`src/rtl/pwm_pkg.sv`:
```
// pwm_pkg: shared widths, constants and helpers for the PWM peripheral.
//   PWM_CNT_W  - width of the PWM period counter and duty registers
//   NUM_CH     - number of chip output channels
//   DUTY_FULL  - duty code that forces the PWM level high for the whole period
//   ch_mode_e  - per-channel drive mode decoded from the two enable bits
//   prescale_w - prescaler counter width for a given PRESCALE
package pwm_pkg;

  localparam int PWM_CNT_W = 8;
  localparam int NUM_CH    = 16;
  localparam logic [PWM_CNT_W-1:0] DUTY_FULL = 8'hFF;

  typedef enum logic [1:0] {
    CH_OFF,
    CH_HIGH,
    CH_PWM
  } ch_mode_e;

  // $clog2 of the divide ratio, floored at 1 bit so PRESCALE=1 still
  // yields a legal (constant-zero) counter.
  function automatic int prescale_w(input int prescale);
    return (prescale <= 2) ? 1 : $clog2(prescale);
  endfunction

  function automatic ch_mode_e ch_mode(input logic en_out, input logic en_pwm);
    if (!en_out) return CH_OFF;
    return en_pwm ? CH_PWM : CH_HIGH;
  endfunction

endpackage

```
`src/rtl/pwm_prescaler.sv`:
```
// pwm_prescaler: divides clk by PRESCALE to produce the PWM counter step.
//   clk   - system clock
//   rst_n - synchronous active-low reset
//   tick  - combinational, high in the last cycle of each PRESCALE-cycle window
module pwm_prescaler
  import pwm_pkg::*;
#(
  parameter int PRESCALE = 13
) (
  input  logic clk,
  input  logic rst_n,
  output logic tick
);

  localparam int W = prescale_w(PRESCALE);
  localparam logic [W-1:0] PSC_MAX = W'(PRESCALE - 1);

  logic [W-1:0] psc;

  assign tick = (psc == PSC_MAX);

  always_ff @(posedge clk) begin
    if (!rst_n) begin
      psc <= '0;
    end else if (tick) begin
      psc <= '0;
    end else begin
      psc <= psc + W'(1);
    end
  end

endmodule

```
`src/rtl/pwm_peripheral.sv`:
```
// pwm_peripheral: drives the 16 chip outputs from the SPI configuration
// registers. Each channel is off, forced high, or follows one shared 8-bit
// PWM waveform whose duty is reloaded only at the period wrap.
//   clk, rst_n        - system clock, synchronous active-low reset
//   en_reg_out_*      - per-channel output enable (0 forces the pin low)
//   en_reg_pwm_*      - per-channel PWM select (only when output enabled)
//   pwm_duty_cycle    - requested duty, 0x00 = 0%, 0xFF = 100%
//   out               - registered channel outputs
//   period_start      - registered one-clk pulse at the start of each period
module pwm_peripheral
  import pwm_pkg::*;
#(
  parameter int PRESCALE = 13
) (
  input  logic        clk,
  input  logic        rst_n,
  input  logic [7:0]  en_reg_out_7_0,
  input  logic [7:0]  en_reg_out_15_8,
  input  logic [7:0]  en_reg_pwm_7_0,
  input  logic [7:0]  en_reg_pwm_15_8,
  input  logic [7:0]  pwm_duty_cycle,
  output logic [15:0] out,
  output logic        period_start
);

  logic                  tick;
  logic                  period_wrap;
  logic                  pwm_level;
  logic [PWM_CNT_W-1:0]  pwm_cnt;
  logic [PWM_CNT_W-1:0]  duty_shadow;
  logic [NUM_CH-1:0]     en_out;
  logic [NUM_CH-1:0]     en_pwm;
  logic [NUM_CH-1:0]     out_next;

  pwm_prescaler #(
    .PRESCALE(PRESCALE)
  ) u_prescaler (
    .clk  (clk),
    .rst_n(rst_n),
    .tick (tick)
  );

  assign en_out      = {en_reg_out_15_8, en_reg_out_7_0};
  assign en_pwm      = {en_reg_pwm_15_8, en_reg_pwm_7_0};
  assign period_wrap = tick && (pwm_cnt == '1);

  // 0xFF is special-cased so full duty has no low cycle at the wrap.
  always_comb begin
    pwm_level = (duty_shadow == DUTY_FULL) || (pwm_cnt < duty_shadow);
  end

  always_comb begin
    out_next = '0;
    for (int unsigned i = 0; i < NUM_CH; i++) begin
      case (ch_mode(en_out[i], en_pwm[i]))
        CH_HIGH: out_next[i] = 1'b1;
        CH_PWM:  out_next[i] = pwm_level;
        default: out_next[i] = 1'b0;
      endcase
    end
  end

  always_ff @(posedge clk) begin
    if (!rst_n) begin
      pwm_cnt      <= '0;
      duty_shadow  <= '0;
      out          <= '0;
      period_start <= 1'b0;
    end else begin
      if (tick) begin
        pwm_cnt <= pwm_cnt + PWM_CNT_W'(1);
      end
      if (period_wrap) begin
        duty_shadow <= pwm_duty_cycle;
      end
      out          <= out_next;
      period_start <= period_wrap;
    end
  end

endmodule

```
`config.mk`:
```
export PLATFORM = sky130hd
export DESIGN_NAME = pwm_peripheral
export DESIGN_NICKNAME = d
export VERILOG_FILES = /design/src/rtl/pwm_pkg.sv /design/src/rtl/pwm_prescaler.sv /design/src/rtl/pwm_peripheral.sv
export SDC_FILE = /design/constraint.sdc
export NUM_CORES = 1
export LEC_CHECK = 0
export CAP_MARGIN = 20
export CORE_MARGIN = 2
export CORE_UTILIZATION = 30
export DETAILED_ROUTE_END_ITERATION = 7
export PLACE_DENSITY = 0.64
export SETUP_SLACK_MARGIN = 0.1
export SLEW_MARGIN = 20
export SYNTH_ARGS = -nofsm -noshare
export SYNTH_HDL_FRONTEND = slang
export SYNTH_SLANG_ARGS = --single-unit
```
`constraint.sdc`:
```
create_clock -name clk -period 1.85 [get_ports clk]
set_input_delay 0.4625 -clock clk [delete_from_list [all_inputs] [get_ports clk]]
set_output_delay 0.4625 -clock clk [all_outputs]
set_load 0.05 [all_outputs]
```
==> results.tsv, run 1 <==
stage	metric	value	unit
status	status	completed	
place	Placer Congestion	0.7702	
power_and_ir_drop	Leak	0.9369	nW
route	ANT nets after route	0	
power_and_ir_drop	Power Dens Cells	688.2	nW/um2
yosys	Mapped Cells	177	
min_path	Hold Crit Depth	1	
sta	final worst path period need	1661	ps
die	initial core utilization	31.09	%
worst_setup_path	reg-to-reg endpoint	out[11]$_SDFF_PN0_	
worst_setup_path	Worst Path Max Fanout	8	
route	vias	1449	
cts	total clock sinks	37	
power_and_ir_drop	maximum vdd drop	0.0003727	V
die	die extent in y	76.98	um
yosys	FF+latch count, synth	37	
die	IO Count	59	
cts	number of H-tree levels	2	
final_layout	non-filler cells in the finished layout	313	
route	post-DR wirelength/cell	12.22	um
yosys	post-synth cell types	32	
route	routed wire length	3825	um
die	Std-Cell Rows	26	
grt	pin count of the biggest net entering global routing	22	
min_path	Min-Delay Startpoint	u_prescaler.psc[0]$_SDFF_PP0_	
die	die outline width	76.98	um
route	DRC viols	0	
yosys	Mapped Area	1598	um2
cts	Resized cells post-CTS	0	
sta	worst-margin pin slew	316.6	ps
die	Core Area	5140	um2
min_path	hold worst-path end	u_prescaler.psc[0]$_SDFF_PP0_	
route	router iterations before antenna repair	4	
route	vias per cell	4.629	
worst_setup_path	CP max stage delay	360	ps
worst_setup_path	CP Class	reg2reg	
cts	cts bufs inserted	5	
sta	final setup fails	0	
sta	fin crit share	89.79	%
yosys	register area share after synthesis	46.36	%
grt	grt ovf	0	
final_layout	area growth from synthesis to final layout	50.59	%
worst_setup_path	slowest CP cell	dfxtp_1	
sta	worst clock skew	4.042	ps
flow_run	Max-Cap Viols	0	
worst_setup_path	worst reg2reg path depth	7	
sta	Fin. Hold Viols	0	
grt	global-route wire length before repair	6285	um
yosys	per-instance average area after synthesis	9.027	um2
cts	Root Driver	clkbuf_8	
cts	CTS tree	built	
die	Die ar.	5926	um2
cts	post-CTS setup buffers	0	
yosys	Syn Nets	229	
cts	Clock transition at path regs	70	ps
min_path	Worst Hold Class	reg2reg	
cts	Max clock buf depth	2	
worst_setup_path	critical path cell sequence	inv_1 -> ha_1 -> and4_1 -> o21ai_2 -> o32ai_4 -> buf_6 -> a21oi_1	
worst_setup_path	CP required	2030	ps
place	Placed Cells	302	
sta	RSZ-0062 raised after global routing	true	
final_layout	share of layout cells above drive strength 1	23.87	%
sta	Max Freq	602.0	MHz
worst_setup_path	kind of end point of the critical path	flip-flop	
worst_setup_path	R2R setup slack	190	ps
grt	initial antenna violation count	0	
final_layout	Antenna diodes	0	
sta	Fin Setup TNS	0	ps
final_layout	Nets	294	
place	Final HPWL DP	2701	um
worst_setup_path	Worst Setup Start Kind	flip-flop	
route	DR iter-0 viols	56	
sta	Slew headroom	78.89	%
worst_setup_path	worst flop-to-flop path startpoint	duty_shadow[4]$_SDFFE_PN0P_	
yosys	Yosys warnings	0	
sta	Final Max Slew Viols	0	
worst_setup_path	Critical Path AT	1840	ps
grt	GRT Total Usage	13.15	%
cts	Worst-Skew Late Latency	280	ps
place	Port Buffer Count	58	
cts	cts hold-fix bufs	0	
grt	number of global-route vias before repair	1344	
[layer usage]
| metal | part of all wire [%] | track usage [%] | up-vias |
|---|---|---|---|
| met4 | 0 | 3.214 | 0 |
| met3 | 6.6 | 5.412 | 0 |
| met2 | 51 | 21.93 | 46 |
| li1 | - | - | 733 |
| met5 | 0 | 0 | - |
| met1 | 42 | 15.76 | 670 |
[sequential cells by signal, summed over array words and instances, names as in the netlist]
name,cells
pwm_cnt,8
duty_shadow,8
u_prescaler.psc,4
out,16
period_start,1
[critical path: cells and delay by family, from the launching register on]
| family | cells | cell delay (ps) |
|---|---|---|
| flip-flops | 1 | 360 |
| adder cells (fa/ha/maj) | 1 | 270 |
| AND/OR/NAND/NOR | 1 | 200 |
| AO/OA/AOI/OAI | 3 | 470 |
| buffers and inverters | 2 | 250 |
[power breakdown]
| part | internal [W] | leakage [nW] | switching [W] | total, W |
|---|---|---|---|---|
| Sequential | 0.000816 | 0.304 | 0.00000979 | 0.000826 |
| Clock | 0.000337 | 0.0542 | 0.000275 | 0.000612 |
| Combinational | 0.000116 | 0.579 | 0.000102 | 0.000218 |
| Total | 0.00127 | 0.937 | 0.000387 | 0.00166 |
[logic make-up after synthesis]
| logic type | Yosys count | synth area share, % |
|---|---|---|
| flip-flops | 37 | 46.36 |
| adder cells (fa/ha/maj) | 10 | 7.831 |
| AND/OR/NAND/NOR | 67 | 20.52 |
| buffers and inverters | 19 | 6.029 |
| AO/OA/AOI/OAI | 37 | 15.43 |
| XOR/XNOR | 7 | 3.837 |
[area by class of cell]
cell class / instances / area [um2]
Clock inverter: 1 / 5.005
Multi-Input combinational cell: 123 / 829.5
Clock buffer: 7 / 96.34
Inverter: 12 / 45.04
Sequential cell: 37 / 747.0
Timing Repair Buffer: 63 / 595.6
Tap cell: 70 / 87.58
Fill cell: 532 / 2734
[layout by cell type, fill, tap and decap left out, types with 2 or more instances in the layout]
| cell type | netlist | final |
|---|---|---|
| a21oi_1 | 21 | 20 |
| and3_2 | 2 | 2 |
| buf_4 | 0 | 19 |
| buf_6 | 1 | 2 |
| clkbuf_8 | 0 | 7 |
| clkdlybuf4s50_1 | 0 | 41 |
| dfxtp_1 | 37 | 32 |
| dfxtp_2 | 0 | 5 |
| ha_1 | 10 | 8 |
| inv_1 | 11 | 10 |
| nand2_1 | 30 | 30 |
| nand3_1 | 10 | 10 |
| nand4_1 | 3 | 3 |
| nor2_1 | 11 | 11 |
| nor3_1 | 3 | 3 |
| o21ai_0 | 3 | 2 |
| o21ai_2 | 8 | 9 |
| or4_4 | 1 | 3 |
| xnor2_1 | 5 | 5 |
| xor2_1 | 2 | 2 |
[through the flow]
stage | worst slack, ps | hold slack, ps | power [W] | util, % | cell area, um2
final | 188.9 | 469.3 | 0.001656 | 46.81 | 2406
after CTS | 107.0 | 473.4 | 0.001683 | 45.06 | 2316
after global placement | 130.8 | 447.9 | 0.001063 | 43.09 | 2215
after detailed placement | 107.4 | 454.6 | 0.001063 | 43.09 | 2215
after global routing | 78.43 | 495.0 | 0.001747 | 46.81 | 2406
after floorplan | 127.0 | 429.4 | 0.0009389 | - | 1600
[synthesized netlist by cell type (all sizes together)]
cell     number  area [um2]
and2          1       6.260
a21o          1       7.510
o21ai        11       85.08
or3           1       7.510
nor2         11       41.29
nand2        30       112.6
nand3        12       77.58
xor2          2       17.52
inv          11       41.29
clkbuf        4       15.01
and3          2       15.01
o21a          1       7.510
or4           2       18.77
ha           10       125.1
nor3          3       15.01
nand4         3       18.77
clkinv        1       3.750
a41o          1       10.01
buf           3       36.28
o32ai         1       16.27
and4          1       8.760
a2111oi       1       15.01
a21oi        21       105.1
dfxtp        37       740.7
nand2b        1       6.260
xnor2         5       43.79
[worst max path at each step]
stage	startpoint	to	slack, ps	depth (start not counted)
floorplan	u_prescaler.psc[0]$_SDFF_PP0_	duty_shadow[7]$_SDFFE_PN0P_	130	8
global placement	u_prescaler.psc[0]$_SDFF_PP0_	duty_shadow[6]$_SDFFE_PN0P_	130	6
detailed placement	rst_n	pwm_cnt[3]$_SDFFE_PN0P_	110	3
CTS	u_prescaler.psc[0]$_SDFF_PP0_	duty_shadow[6]$_SDFFE_PN0P_	110	6
global route	duty_shadow[4]$_SDFFE_PN0P_	out[2]$_SDFF_PN0_	80	7
finish	duty_shadow[4]$_SDFFE_PN0P_	out[11]$_SDFF_PN0_	190	7
No activity file was read; power rests on OpenSTA's default activity.
==> run 2: changes to the inputs <==
ABC_CLOCK_PERIOD_IN_PS = 1850   (was unset)
==> results of run 2 <==
Final layout, timing and power as in run 1 (identical DEF).
==> variant 1: new RTL, flow settings as in run 1 <==
Put one more register stage on the output `out`, cleared by the reset. The value now appears one clock later. The other outputs are not delayed to match. Comments in the files are not updated.
--- a/src/rtl/pwm_peripheral.sv
+++ b/src/rtl/pwm_peripheral.sv
@@ -22,6 +22,8 @@
   output logic [15:0] out,
   output logic        period_start
 );
+
+  logic [15:0] out_s0;
 
   logic                  tick;
   logic                  period_wrap;
@@ -64,7 +66,7 @@
     if (!rst_n) begin
       pwm_cnt      <= '0;
       duty_shadow  <= '0;
-      out          <= '0;
+      out_s0       <= '0;
       period_start <= 1'b0;
     end else begin
       if (tick) begin
@@ -73,8 +75,16 @@
       if (period_wrap) begin
         duty_shadow <= pwm_duty_cycle;
       end
-      out          <= out_next;
+      out_s0       <= out_next;
       period_start <= period_wrap;
+    end
+  end
+
+  always_ff @(posedge clk) begin
+    if (!rst_n) begin
+      out <= '0;
+    end else begin
+      out <= out_s0;
     end
   end
 
Behaviour: not the same (a bounded check fails within 4 cycles, from zero or initial values and one cycle with rst_n low).
==> variant 1 against run 1 <==
  * Combinational power is 9% lower
  * Critical path type unchanged
  * Wire length is 4.5% higher
  * Fmax increased by 0.16%
  * Final area up 14%
  * Critical path depth unchanged
  * Synthesized area rose by 25%
  * Total power rose by 29%
  * Count of clock-buffer cells in the layout is 1 lower
  * Sequential cell count grew 16
  * Clock skew grew 0.59 ps
  * Setup slack gained 2.6 ps
==> variant 1: results <==
[worst_setup_path]
cp_slowest_stage_delay_ps = 370
crit_family = compound AO/OA/AOI/OAI gates
cpMaxStageDelayCell = dfxtp_1
ff2ff_path_depth = 7
cp_max_fo = 16
regToRegSetupSlack_ps = 190
crit_start = duty_shadow[5]
arrival_ps = 1850
crit_path_end = out_s0[6]

[detailed_routing]
vias_per_cell = 4.49
ant_nets = 0
drt_wl_total_mm = 4.00
drc = 0
drt_iter0_drc = 57
firstDrtPassIters = 4

[logic_synthesis]
ys_warn_count = 0
synth_fp_nets = 261
synth_cell_types = 32
synthFlopType = dfxtp_1
ys_seq_area_share_pct = 53.2
synth_area_leaders = dfxtp_1 53%, ha_1 6.3%, nand2_1 5.5%
yosys-top-cells-count = 53 x dfxtp_1, 29 x nand2_1, 21 x a21oi_1
postSynthCellCount = 209
async_flop_share_pct = 0

[clock_network]
clkLatencyLatePin_ps = 290
cts_buffers = 5
h-tree-depth = 2
cts-root-buf = clkbuf_8
path_clk_slew_ps = 90
cts_max_path_buffers = 2

[layout]
drive_gt1_share_pct = 13.0
n_antenna_cell = 0
fin_cells = 346
final_nets = 320
nFillCells = 646
reg_top3 = out: 16 flops, out_s0: 16 flops

[placement]
dp_cells = 338
io_buffers = 58
place_congestion = 0.870
hpwl_mm = 3.04
detailedPlace.worstSlack_ps = 159

[grt]
grt_max_degree = 38
grtUsageTotal_pct = 11.0
grt_pass1_wl_mm = 6.36
antenna_found_initial = 0
grt_pass1_vias = 1437
gr-total-overflow = 0

[status]
outcome = finished clean

[timing]
skew_ps = 4.64
layout_min_cycle_time_ps = 1660
slew_headroom_pct = 79.4

[min_path]
hp-class = reg -> reg

[power_and_ir_drop]
ir_drop_v = 0.000463
p_leak_nw = 1.11
## variant 1: cell families after synthesis
group	Yosys count	synth area share (%)
XOR/XNOR	7	3.08
AND/OR/NAND/NOR	82	21.5
flip-flops	53	53.2
AO/OA/AOI/OAI	37	11.7
buffers and inverters	20	4.21
adder cells (fa/ha/maj)	10	6.28
## variant 1: through the flow
| step | cell area, µm² | total power, mW | utilization [%] | hold slack (ps) |
|---|---|---|---|---|
| floorplan | 1990 | 1.29 | - | 412 |
| global placement | 2620 | 1.41 | 41.0 | 414 |
| detailed placement | 2620 | 1.41 | 41.0 | 417 |
| CTS | 2730 | 2.17 | 42.8 | 439 |
| global route | 2740 | 2.24 | 42.8 | 454 |
| finish | 2740 | 2.14 | 42.8 | 438 |
## variant 1: how the worst min path moves through the flow
stage | startpoint | to | slack [ps] | depth (start not counted)
3_5_place_dp | out_s0[12] | out[12] | 420 | 1
5_1_grt | out_s0[9] | out[9] | 450 | 1
2_1_floorplan | out_s0[0] | out[0] | 410 | 1
3_3_place_gp | out_s0[5] | out[5] | 410 | 1
6_report | out_s0[12] | out[12] | 440 | 1
4_1_cts | out_s0[12] | out[12] | 440 | 1
## variant 1: routing by layer
metal / GRT usage (%) / part of all wire (%)
met1: 13.3 / 45
met2: 18.8 / 50
met3: 2.89 / 3.0
met4: 3.90 / 1.3
met5: 0 / 0
## variant 1: worst reg2reg max path, stage by stage (launching register included)
cell and delay (ps):
dfxtp_1 370, inv_1 60, ha_1 280, and4_2 230
o21ai_2 50, o32ai_2 270, buf_6 210, a21oi_1 80
## variant 1: what timing repair did
| action | in CTS | in global routing |
|---|---|---|
| buffers inserted | 0 | 0 |
| hold buffers | 0 | 0 |
| resized for setup | 0 | 2 |
| endpoints found under the setup margin | 0 | 21 |
## variant 1: area by class of cell
cell class,count,share of cell area [%]
Timing Repair Buffer,61,21.1
Sequential cell,53,38.8
Tap cell,77,3.52
Inverter,11,1.51
Clock buffer,6,2.65
Clock inverter,2,1.42
Multi-Input combinational cell,136,31.0
## variant 1: power by group
part | internal (mW) | switching, mW | total [mW]
Combinational | 0.114 | 0.0858 | 0.199
Sequential | 1.17 | 0.0107 | 1.18
Clock | 0.406 | 0.355 | 0.762
==> variant 2: new RTL, flow settings as in run 1 <==
Made on the original files. `PRESCALE` is set to 13 in 2 places; all go to 26.
--- a/src/rtl/pwm_prescaler.sv
+++ b/src/rtl/pwm_prescaler.sv
@@ -5,7 +5,7 @@
 module pwm_prescaler
   import pwm_pkg::*;
 #(
-  parameter int PRESCALE = 13
+  parameter int PRESCALE = 26
 ) (
   input  logic clk,
   input  logic rst_n,
--- a/src/rtl/pwm_peripheral.sv
+++ b/src/rtl/pwm_peripheral.sv
@@ -10,7 +10,7 @@
 module pwm_peripheral
   import pwm_pkg::*;
 #(
-  parameter int PRESCALE = 13
+  parameter int PRESCALE = 26
 ) (
   input  logic        clk,
   input  logic        rst_n,
Function: no difference found for any inputs over 10 cycles, from zero or initial values and one cycle with rst_n low; that may be too few to reach the edited logic, so the function may still have changed.
==> variant 2 against run 1 <==
  * Sequential power up 2.5%
  * Final area up 3.0%
  * First-iteration DRC count up 25%
  * Wire length up 0.47%
  * Sequential cell count up 1
  * Setup slack better by 27 ps
  * Sequential share of layout area down 0.30 points
  * Worst hold slack worse by 21 ps
  * Synthesized area up 1.2%
  * Utilization up 1.4 points
  * Global-route usage up 0.065 points
  * Total power up 5.4%
  * Clock power up 12%
  * Critical path type unchanged
  * Largest power group unchanged
==> variant 2: results <==
[logic_synthesis]
ys_seq_area_share_pct = 47.1
synth_area_leaders = dfxtp_1 47%, ha_1 7.7%, nand2_1 7.2%
yosys-top-cells-count = 38 x dfxtp_1, 31 x nand2_1, 20 x a21oi_1
synth_cell_types = 30
synth_edf_count = 0
synth_fp_nets = 230
postSynthCellCount = 178

[grt]
grt_max_degree = 33
grt_util_met2_pct = 21.7
grt_pass1_vias = 1479
grt_pass1_wl_mm = 6.42
gr-usage-met3_pct = 3.60
grtUsageMet1_pct = 16.5

[layout]
final_nets = 305
n_antenna_cell = 0
nFillCells = 522

[power_and_ir_drop]
ir_drop_v = 0.000352
pwr-share-seq_pct = 48.5
p_comb_share_pct = 12.3
p_leak_nw = 1.01
p_total_mw = 1.75
power_density_mw_per_mm2 = 704

[detailed_routing]
drt_wl_total_mm = 3.84
highest_layer = met4
drt_iter0_drc = 70
m1WireLength_mm = 1.68
met3_length_um = 182
vias_per_cell = 4.52
wl_met2_mm = 1.92

[placement]
hpwl_mm = 2.62
place_congestion = 0.760
detailedPlace.worstSlack_ps = -225
place_area_mm2 = 0.00230

[status]
outcome = finished clean

[worst_setup_path]
r2r-start = u_prescaler.psc[1]
cpMaxStageDelayCell = or4_4
ff2ff_path_depth = 6
cp_slowest_stage_delay_ps = 620
cp_max_fo = 5
crit_path_end = duty_shadow[3]
crit_family = simple AND/OR/NAND/NOR gates

[clock_network]
cts_buffers = 5

[timing]
hold_slack_ps = 449
fin_ws_ps = 216
slew_headroom_pct = 78.8

[min_path]
hold_end = u_prescaler.psc[0]
[variant 2: cell type report]
class | instances | share of cell area (%)
multi-input combinational | 125 | 33.2
sequential | 38 | 30.7
timing repair buffer | 73 | 26.8
tap | 70 | 3.53
clock buffer | 7 | 3.08
inverter | 10 | 1.51
clock inverter | 1 | 1.21
[variant 2: worst register-to-register path, cell delays in order (launching register included)]
cell      delay [ps]
dfxtp_1          330
inv_1             60
ha_2             200
nand4b_4         140
or4_4            620
nand3_1          120
o21ai_2           60
[variant 2: timing repair]
| action | in CTS | in global routing |
|---|---|---|
| setup buffers | 2 | 0 |
| pin swaps | 1 | 1 |
| gates resized for setup | 4 | 4 |
| setup endpoints to repair | 23 | 20 |
| gates cloned | 1 | 1 |
| endpoints found under the hold margin | 0 | 0 |
[variant 2: cell families after synthesis]
logic type	synth area share, %
simple gates	21.1
buf+inv	5.50
flops	47.1
xor+xnor	4.88
compound gates	13.7
fa+ha+maj	7.74
